--- config.mk ---
export PLATFORM = sky130hd
export DESIGN_NAME = stage_sequencer
export DESIGN_NICKNAME = d
export VERILOG_FILES = /design/src/rtl/stage_sequencer.sv
export SDC_FILE = /design/constraint.sdc
export NUM_CORES = 1
export LEC_CHECK = 0
export CAP_MARGIN = 20
export CORE_MARGIN = 10
export CORE_UTILIZATION = 24
export CTS_BUF_LIST = sky130_fd_sc_hd__clkbuf_16
export DETAILED_ROUTE_END_ITERATION = 7
export PLACE_DENSITY = 0.41
export SETUP_SLACK_MARGIN = 0.02
export SLEW_MARGIN = 20
export SYNTH_ARGS = -nofsm -noshare
export SYNTH_HDL_FRONTEND = slang
export SYNTH_SLANG_ARGS = --single-unit
--- constraint.sdc ---
create_clock -name clock -period 2.3 [get_ports clock]
set_input_delay 0.46 -clock clock [delete_from_list [all_inputs] [get_ports clock]]
set_output_delay 0.46 -clock clock [all_outputs]
set_load 0.01 [all_outputs]
--- src/rtl/stage_sequencer.sv ---
// stage_sequencer: title/stage/win screen draw sequencer with frame-tick game stepping; define PAUSE_EN to allow pausing from GAME_IDLE.
module stage_sequencer #(
    parameter int MAP_COLS        = 11,
    parameter int MAP_ROWS        = 11,
    parameter int NUM_PLAYERS     = 2,
    parameter int TICK_DIV        = 833333,
    parameter int FRAMES_PER_STEP = 15,
    localparam int N  = MAP_COLS * MAP_ROWS,
    localparam int TW = (N > 1) ? $clog2(N) : 1,
    localparam int PW = (NUM_PLAYERS > 1) ? $clog2(NUM_PLAYERS) : 1
) (
    input  logic          clock,
    input  logic          reset,
    input  logic          go,
    input  logic          finished,
    input  logic          game_over,
    output logic [1:0]    memory_select,
    output logic          copy_enable,
    output logic          draw_tile,
    output logic [TW-1:0] tile_index,
    output logic          draw_player,
    output logic [PW-1:0] player_sel,
    output logic          stage_init,
    output logic          update_stage,
    output logic [3:0]    state
);
    localparam int KW = $clog2(TICK_DIV + 1);
    localparam int FW = $clog2(FRAMES_PER_STEP + 1);

    typedef enum logic [3:0] {
        LOAD_TITLE   = 4'd0,
        TITLE        = 4'd1,
        LOAD_STAGE   = 4'd2,
        DRAW_TILE    = 4'd3,
        NEXT_TILE    = 4'd4,
        DRAW_PLAYER  = 4'd5,
        NEXT_PLAYER  = 4'd6,
        GAME_IDLE    = 4'd7,
        UPDATE_STAGE = 4'd8,
        LOAD_WIN     = 4'd10,
        WIN          = 4'd11,
        PAUSED       = 4'd12
    } state_t;

    state_t        cur_state, next_state;
    logic          go_q;
    logic [KW-1:0] tick_count;
    logic [FW-1:0] frame_count;
    logic          go_rise, last_tile, last_player, step_done;
    logic          next_copy;
    logic [1:0]    next_select;

    assign state       = cur_state;
    assign go_rise     = go && !go_q;
    assign last_tile   = tile_index == TW'(N - 1);
    assign last_player = player_sel == PW'(NUM_PLAYERS - 1);
    assign step_done   = tick_count == KW'(TICK_DIV - 1) && frame_count == FW'(FRAMES_PER_STEP - 1);

    always_comb begin
        next_state = LOAD_TITLE;
        case (cur_state)
            LOAD_TITLE:   next_state = finished ? TITLE : LOAD_TITLE;
            TITLE:        next_state = go_rise ? LOAD_STAGE : TITLE;
            LOAD_STAGE:   next_state = finished ? DRAW_TILE : LOAD_STAGE;
            DRAW_TILE:    next_state = finished ? NEXT_TILE : DRAW_TILE;
            NEXT_TILE:    next_state = last_tile ? DRAW_PLAYER : DRAW_TILE;
            DRAW_PLAYER:  next_state = finished ? NEXT_PLAYER : DRAW_PLAYER;
            NEXT_PLAYER:  next_state = last_player ? GAME_IDLE : DRAW_PLAYER;
`ifdef PAUSE_EN
            GAME_IDLE:    next_state = go_rise ? PAUSED : step_done ? UPDATE_STAGE : GAME_IDLE;
            PAUSED:       next_state = go_rise ? GAME_IDLE : PAUSED;
`else
            GAME_IDLE:    next_state = step_done ? UPDATE_STAGE : GAME_IDLE;
`endif
            UPDATE_STAGE: next_state = game_over ? LOAD_WIN : DRAW_TILE;
            LOAD_WIN:     next_state = finished ? WIN : LOAD_WIN;
            WIN:          next_state = go_rise ? LOAD_TITLE : WIN;
            default:      next_state = LOAD_TITLE;
        endcase
    end

    assign next_copy   = next_state inside {LOAD_TITLE, LOAD_STAGE, LOAD_WIN};
    assign next_select = next_state == LOAD_STAGE ? 2'd1 :
                         next_state == LOAD_WIN ? 2'd2 :
                         next_state inside {DRAW_TILE, NEXT_TILE, DRAW_PLAYER, NEXT_PLAYER} ? 2'd3 : 2'd0;

    // Outputs are registered from the next-state decode, so they always match the state register.
    always_ff @(posedge clock or posedge reset) begin
        if (reset) begin
            cur_state     <= LOAD_TITLE;
            go_q          <= 1'b0;
            tick_count    <= '0;
            frame_count   <= '0;
            tile_index    <= '0;
            player_sel    <= '0;
            copy_enable   <= 1'b1;
            memory_select <= 2'd0;
            draw_tile     <= 1'b0;
            draw_player   <= 1'b0;
            stage_init    <= 1'b0;
            update_stage  <= 1'b0;
        end else begin
            cur_state     <= next_state;
            go_q          <= go;
            copy_enable   <= next_copy;
            memory_select <= next_select;
            draw_tile     <= next_state == DRAW_TILE;
            draw_player   <= next_state == DRAW_PLAYER;
            stage_init    <= next_state == LOAD_STAGE && cur_state != LOAD_STAGE;
            update_stage  <= next_state == UPDATE_STAGE;
            if (cur_state == NEXT_TILE)
                tile_index <= last_tile ? '0 : tile_index + 1'b1;
            if (cur_state == NEXT_PLAYER)
                player_sel <= last_player ? '0 : player_sel + 1'b1;
            // Counters run only while staying idle; a pause freezes them, any other state clears them.
            if (cur_state == GAME_IDLE && next_state == GAME_IDLE) begin
                tick_count  <= tick_count == KW'(TICK_DIV - 1) ? '0 : tick_count + 1'b1;
                frame_count <= tick_count == KW'(TICK_DIV - 1) ? frame_count + 1'b1 : frame_count;
            end else if (cur_state != GAME_IDLE && cur_state != PAUSED) begin
                tick_count  <= '0;
                frame_count <= '0;
            end
        end
    end
endmodule

Yosys cells after proc, flatten, opt, wreduce, memory -nomap -nowiden
Index checks and enable logic that the tools add are counted.
W data, S select, Z words.

storage, ports and cells
  register bits = 44
  input port bits = 5
  output and inout bits = 19
  logic and storage cells = 76

cells by class
  add/subtract/negate cells = 4
  eq/ne operators = 25
  multiplexer cells = 23
  reductions and logical operators = 12

operators with widths
  kind                     count
  $mux W20                 3
  $pmux W4 S11             1
  $eq A4 B3 Y1 const B     8
  $eq A4 B4 Y1 const B     6
  $mux W4                  6
  $add A20 B1 Y20 const B  1
  $eq A20 B20 Y1 const B   1
  $eq A4 B2 Y1 const B     4
  $mux W2                  6
  $logic_not A4 Y1         2
  $add A7 B1 Y7 const B    1
  $eq A7 B7 Y1 const B     1
  $mux W7                  1
  $mux W3                  2
  $logic_and A1 B1 Y1      5
  $add A4 B1 Y4 const B    1
  $eq A4 B1 Y1 const B     1
  $mux W1                  4
  $ne A4 B2 Y1 const B     1
  $ne A4 B3 Y1 const B     1
  $ne A4 B4 Y1 const B     1
  $reduce_bool A4 Y1       1
  $reduce_bool A3 Y1       1
  $ne A2 B2 Y1 const B     1
  4 further kinds          4

Logic depth before layout (Yosys ltp)
  depth in word-level cells = 9
  mapped depth = 9
  gate-level depth less buffers = 9

Worst setup path after synthesis
No wires, ideal clock.

  path kind = register to register
  start point = register tick_count[16]
  end point = register memory_select[1]
  library setup time = 0.138 ns
  data arrival time = 2.324 ns
  data required time = 2.162 ns
  setup slack = -0.162 ns
  stages on the path, launching flop included = 8
  buffers on the path = 0
  clock period less this slack = 2.462 ns
  path through = dfrtp_1 -> or3b_1 -> or4_4 -> or4_4 -> a221oi_4 -> inv_2 -> o21ai_2 -> o221ai_1

between the ends
  cells in the longest elaborated chain, start to end = 9
  elaborated cells between the ends (all ways) = 14
  classes of those cells = 7 x eq/ne; 5 x mux; 2 x reduce/logical

RTL lines
  what                                          RTL line  source
  start, declared                               47        logic [KW-1:0] tick_count;
  start signal, assigned                        117       tick_count <= tick_count == KW'(TICK_DIV - 1) ? '0 : tick_count + 1'b1;
  $eq A20 B20 Y1 *                              57        assign step_done = tick_count == KW'(TICK_DIV - 1) && frame_count == FW'(FRAMES_PER_STEP - 1);
  $logic_and A1 B1 Y1 *                         57
  $mux W4 *                                     73        GAME_IDLE: next_state = step_done ? UPDATE_STAGE : GAME_IDLE;
  $pmux W4 S11 *                                61        case (cur_state)
  named net next_state[1]                       45        state_t cur_state, next_state;
  $eq A4 B2 Y1 or $eq A4 B3 Y1 (tied branches)  85        next_state inside {DRAW_TILE, NEXT_TILE, DRAW_PLAYER, NEXT_PLAYER} ? 2'd3 : 2'd0;
  $reduce_bool A4 Y1                            85
  $mux W2                                       85
  $mux W2                                       84        next_state == LOAD_WIN ? 2'd2 :
  $mux W2 *                                     83        assign next_select = next_state == LOAD_STAGE ? 2'd1 :
  named net next_select[1]                      51        logic [1:0] next_select;
  end signal, assigned                          106       memory_select <= next_select;
  end, declared                                 17        output logic [1:0] memory_select,

Mark *: on every way through the listed nets, which the timed path passes. The rest lies on a longest branch.
A chain may end at the register's enable or synchronous reset.

Worst setup path after layout
  start point = register tick_count[0]
  end point = register draw_player

between the ends
  cells in the longest elaborated chain, start to end = 5

RTL lines
  what                  RTL line  source
  $eq A20 B20 Y1        57
  $logic_and A1 B1 Y1   57
  $mux W4               73
  $pmux W4 S11          61
  $eq A4 B3 Y1          108       draw_player <= next_state == DRAW_PLAYER;
  end signal, assigned  99        draw_player <= 1'b0;
  end signal, assigned  108
  end, declared         21        output logic draw_player,

Every way passes these cells.

==> flow_summary_export.csv <==
group,metric,value,unit
outcome,status,"finished with violations",
outcome,violations,"negative setup slack",
sta,finClkSkew,0.00981,ns
clock_tree,cts_root_buffer,"clkbuf_16",
finish,antenna_cells,0,
sta,max_slew_margin,55.5,%
synthesis,yosys-top-cells-area,"dfrtp_1, o21ai_1, nand2_1",
critical_path,cp-endpoint,"draw_player",
power_and_ir_drop,power_density,861,nW/µm²
drt,first_iter_violations,153,
die,ioPinCount,24,
sta,max_clock_freq,0.409,GHz
sta,hold_viol,0,
critical_path,path_max_fanout,2,
grt,grt.met3_usage,2.14,%
synthesis,synth_edf_count,0,
sta,layout_min_cycle_time,2.44,ns
synthesis,synthCells,278,
synthesis,yosys_warnings,0,
drt,first_pass_iters,4,
critical_path,critPathMaxStageDelay,0.55,ns
synthesis,synthesis.area,2450,µm²
synthesis,netlist.top_cell.by_area,"dfrtp_1",
run,drv_cap,0,
die,fp.dieW,121,µm
synthesis,synth_fp_nets,289,
critical_path,r2r_end,"draw_player",
critical_path,critPathCaptureType,"flip-flop",
finish,final_cell_area,3390,µm²
power_and_ir_drop,max-vdd-ir-drop,0.354,mV
critical_path,cp-startpoint,"tick_count[0]",
clock_tree,cts_tree,"built",
sta,slew_violations,0,
synthesis,ys_ff_latch,44,
sta,period_share,106,%
power_and_ir_drop,swShare,33.6,%
synthesis,synth_ff_type,"dfrtp_1",
power_and_ir_drop,p_int,1940,µW
critical_path,critPathKind,"reg2reg",
grt,grt_pass1_vias,2143,
critical_path,ff2ff_setup_slack,-0.14,ns
synthesis,synth_most_common_cell,"dfrtp_1",
sta,rsz0062_at_grt,"true",
grt,grt_antenna_before_repair,0,
finish,final_nets,347,
place,place_congestion,0.764,
critical_path,cp_common_cell,"or4_4",
place,dp.final_hpwl,4620,µm
finish,area_growth,38.4,%
finish,drive_above_1_share,19.0,%
clock_tree,cts_num_sinks,44,
drt,finalWirelength,6640,µm
drt,num_vias,2227,
place,dpl_cell_area,3080,µm²
die,core,9860,µm²
place,io_buffers,23,
power_and_ir_drop,p_clk_share,28.5,%
die,rows,36,
drt,drc_errors,0,
grt,busiest_layer,"met2",
synthesis,synth_commonest_cells,"dfrtp_1, nand2_1, nor2_1",
power_and_ir_drop,p_leak,0.00139,µW
grt,grt_max_degree,45,
die,die_area,14600,µm²
drt,ant_nets,0,
critical_path,cpMaxStageDelayCell,"or4_4",
die,die_y,121,µm
synthesis,synthArstFlopShare,100,%
clock_tree,cts_buffers,5,
drt,via_per_inst,4.74,
clock_tree,clk_pin_slew_worst_paths,0.07,ns
critical_path,cp-start-kind,"flip-flop",
grt,groute.layer.met1.usage,11.5,%
critical_path,cp_cell_sequence,"inv_1, ha_2, nand4b_1, or4_4, or4_4, a221oi_4, buf_4, nand2_4, nor2_2",
critical_path,r2r_cells,9,
synthesis,synth_cell_types,43,
sta,worst_slew_pin_slew,0.661,ns
sta,whs,0.492,ns
grt,grt_use_total,8.89,%
power_and_ir_drop,pwr-share-seq,33.8,%
sta,setup_slack,-0.145,ns
grt,grt_use_met2,14.8,%
grt,grt-ovfl-total,0,
clock_tree,clk_latency,0.29,ns
grt,grt_pass1_wl,10800,µm
place,place_inst,456,
synthesis,avgSynthCellArea,8.81,µm²
drt,wl_per_cell,14.1,µm
power_and_ir_drop,switching_power,979,µW
critical_path,r2r_start,"tick_count[0]",
sta,finalSetupViolations,5,
critical_path,cp.required,2.51,ns
die,start_util,24.8,%
hold_path,min_path_type,"reg2reg",
synthesis,seq_area_frac_synth,45.0,%
power_and_ir_drop,power_frac_comb,37.6,%
clock_tree,clk_path_buf_depth,2,
critical_path,arrival,2.66,ns
finish,fillers,1023,
clock_tree,h-tree-depth,2,
synthesis,synth_top_area_share,43.9,%
finish,fin_cells,470,
## routing by layer
layer | vias up | part of all wire, %
met5 | - | 0
met4 | 0 | 0.38
met3 | 2 | 3.7
met2 | 32 | 48
met1 | 1070 | 48
li1 | 1123 | -
## through the flow
step,TNS [ns],utilization (%),total power (µW),setup WS [ns]
2_1_floorplan,-0.115,-,1560,-0.0858
3_3_place_gp,-0.262,31.2,2000,-0.103
3_5_place_dp,-0.452,31.2,2000,-0.147
4_1_cts,-0.438,33.2,2870,-0.145
5_1_grt,-1.16,34.4,3120,-0.247
6_report,-0.484,34.4,2920,-0.145
## sequential cells by signal (all words and copies together) (netlist names), 2 cells and up
| signal | cells |
|---|---|
| frame_count | 4 |
| tick_count | 20 |
| state | 4 |
| tile_index | 7 |
| memory_select | 2 |
## placed cells by master (no fill, tap or decap), types with 3 or more instances in the layout
cell             netlist  layout
a22o_1                 3       3
nand4_1                6       6
o21ai_0               12      11
clkbuf_16              0       7
nand3_1               21      21
nor2_1                27      25
inv_1                 11       9
xor2_1                 7       7
a21oi_1                5       4
nand2b_1               4       4
dfrtp_1               43      43
buf_12                 0       3
and3_1                 5       5
ha_1                   6       5
o31ai_1                4       4
clkdlybuf4s50_1        0      23
nand2_1               31      30
o41ai_1                4       4
and2_1                 4       3
nor3_1                12      10
inv_2                  1       3
o21ai_1               25      25
buf_4                  0      31
nor2b_1                5       5
a211o_1                3       3
## worst min path at each step
stage / start / to / cells past startpoint
2_1_floorplan: tick_count[16] / tick_count[16] / 1
3_3_place_gp: player_sel / player_sel / 1
3_5_place_dp: player_sel / player_sel / 1
4_1_cts: player_sel / player_sel / 1
5_1_grt: player_sel / player_sel / 1
6_report: player_sel / player_sel / 1
## critical path: cells and delay by family (launching register included)
family / cells / cell delay, ns
buffers and inverters: 2 / 0.23
AO/OA/AOI/OAI: 1 / 0.32
flip-flops: 1 / 0.38
AND/OR/NAND/NOR: 5 / 1.25
adder cells (fa/ha/maj): 1 / 0.18
## logic make-up (layout without fill, tap and decap cells)
group                    count (synthesis)  after routing  synth area share, %
adder cells (fa/ha/maj)                  6              6                 3.07
XOR/XNOR                                 9              9                 3.22
AND/OR/NAND/NOR                        127            127                 26.1
AO/OA/AOI/OAI                           69             69                 18.2
multiplexers                             3              3                 1.28
buffers and inverters                   20             79                 3.07
flip-flops                              44             44                 45.0
## power by group through the flow
stage	sequential (µW)	combinational (µW)	clock, µW
final	986	1100	832
after global routing	1000	1210	900
after CTS	989	1020	860
after detailed placement	1000	993	0
after global placement	1000	1000	0
after floorplan	1030	529	0
## timing repair
action	in CTS	in global routing
cloned	0	2
hold buffers	0	0
endpoints found under the setup margin	8	29
resized for setup	5	11
buffers inserted	1	3
pin swaps	2	5
## area by class of cell
cell class | instances | area (µm²) | area share [%]
inverter | 12 | 45.0 | 1.33
clock inverter | 3 | 47.5 | 1.40
tap | 133 | 166 | 4.91
clock buffer | 5 | 125 | 3.69
multi-input combinational | 214 | 1330 | 39.2
sequential | 44 | 1100 | 32.5
timing repair buffer | 59 | 573 | 16.9
Power figures use the tool's default switching activity.
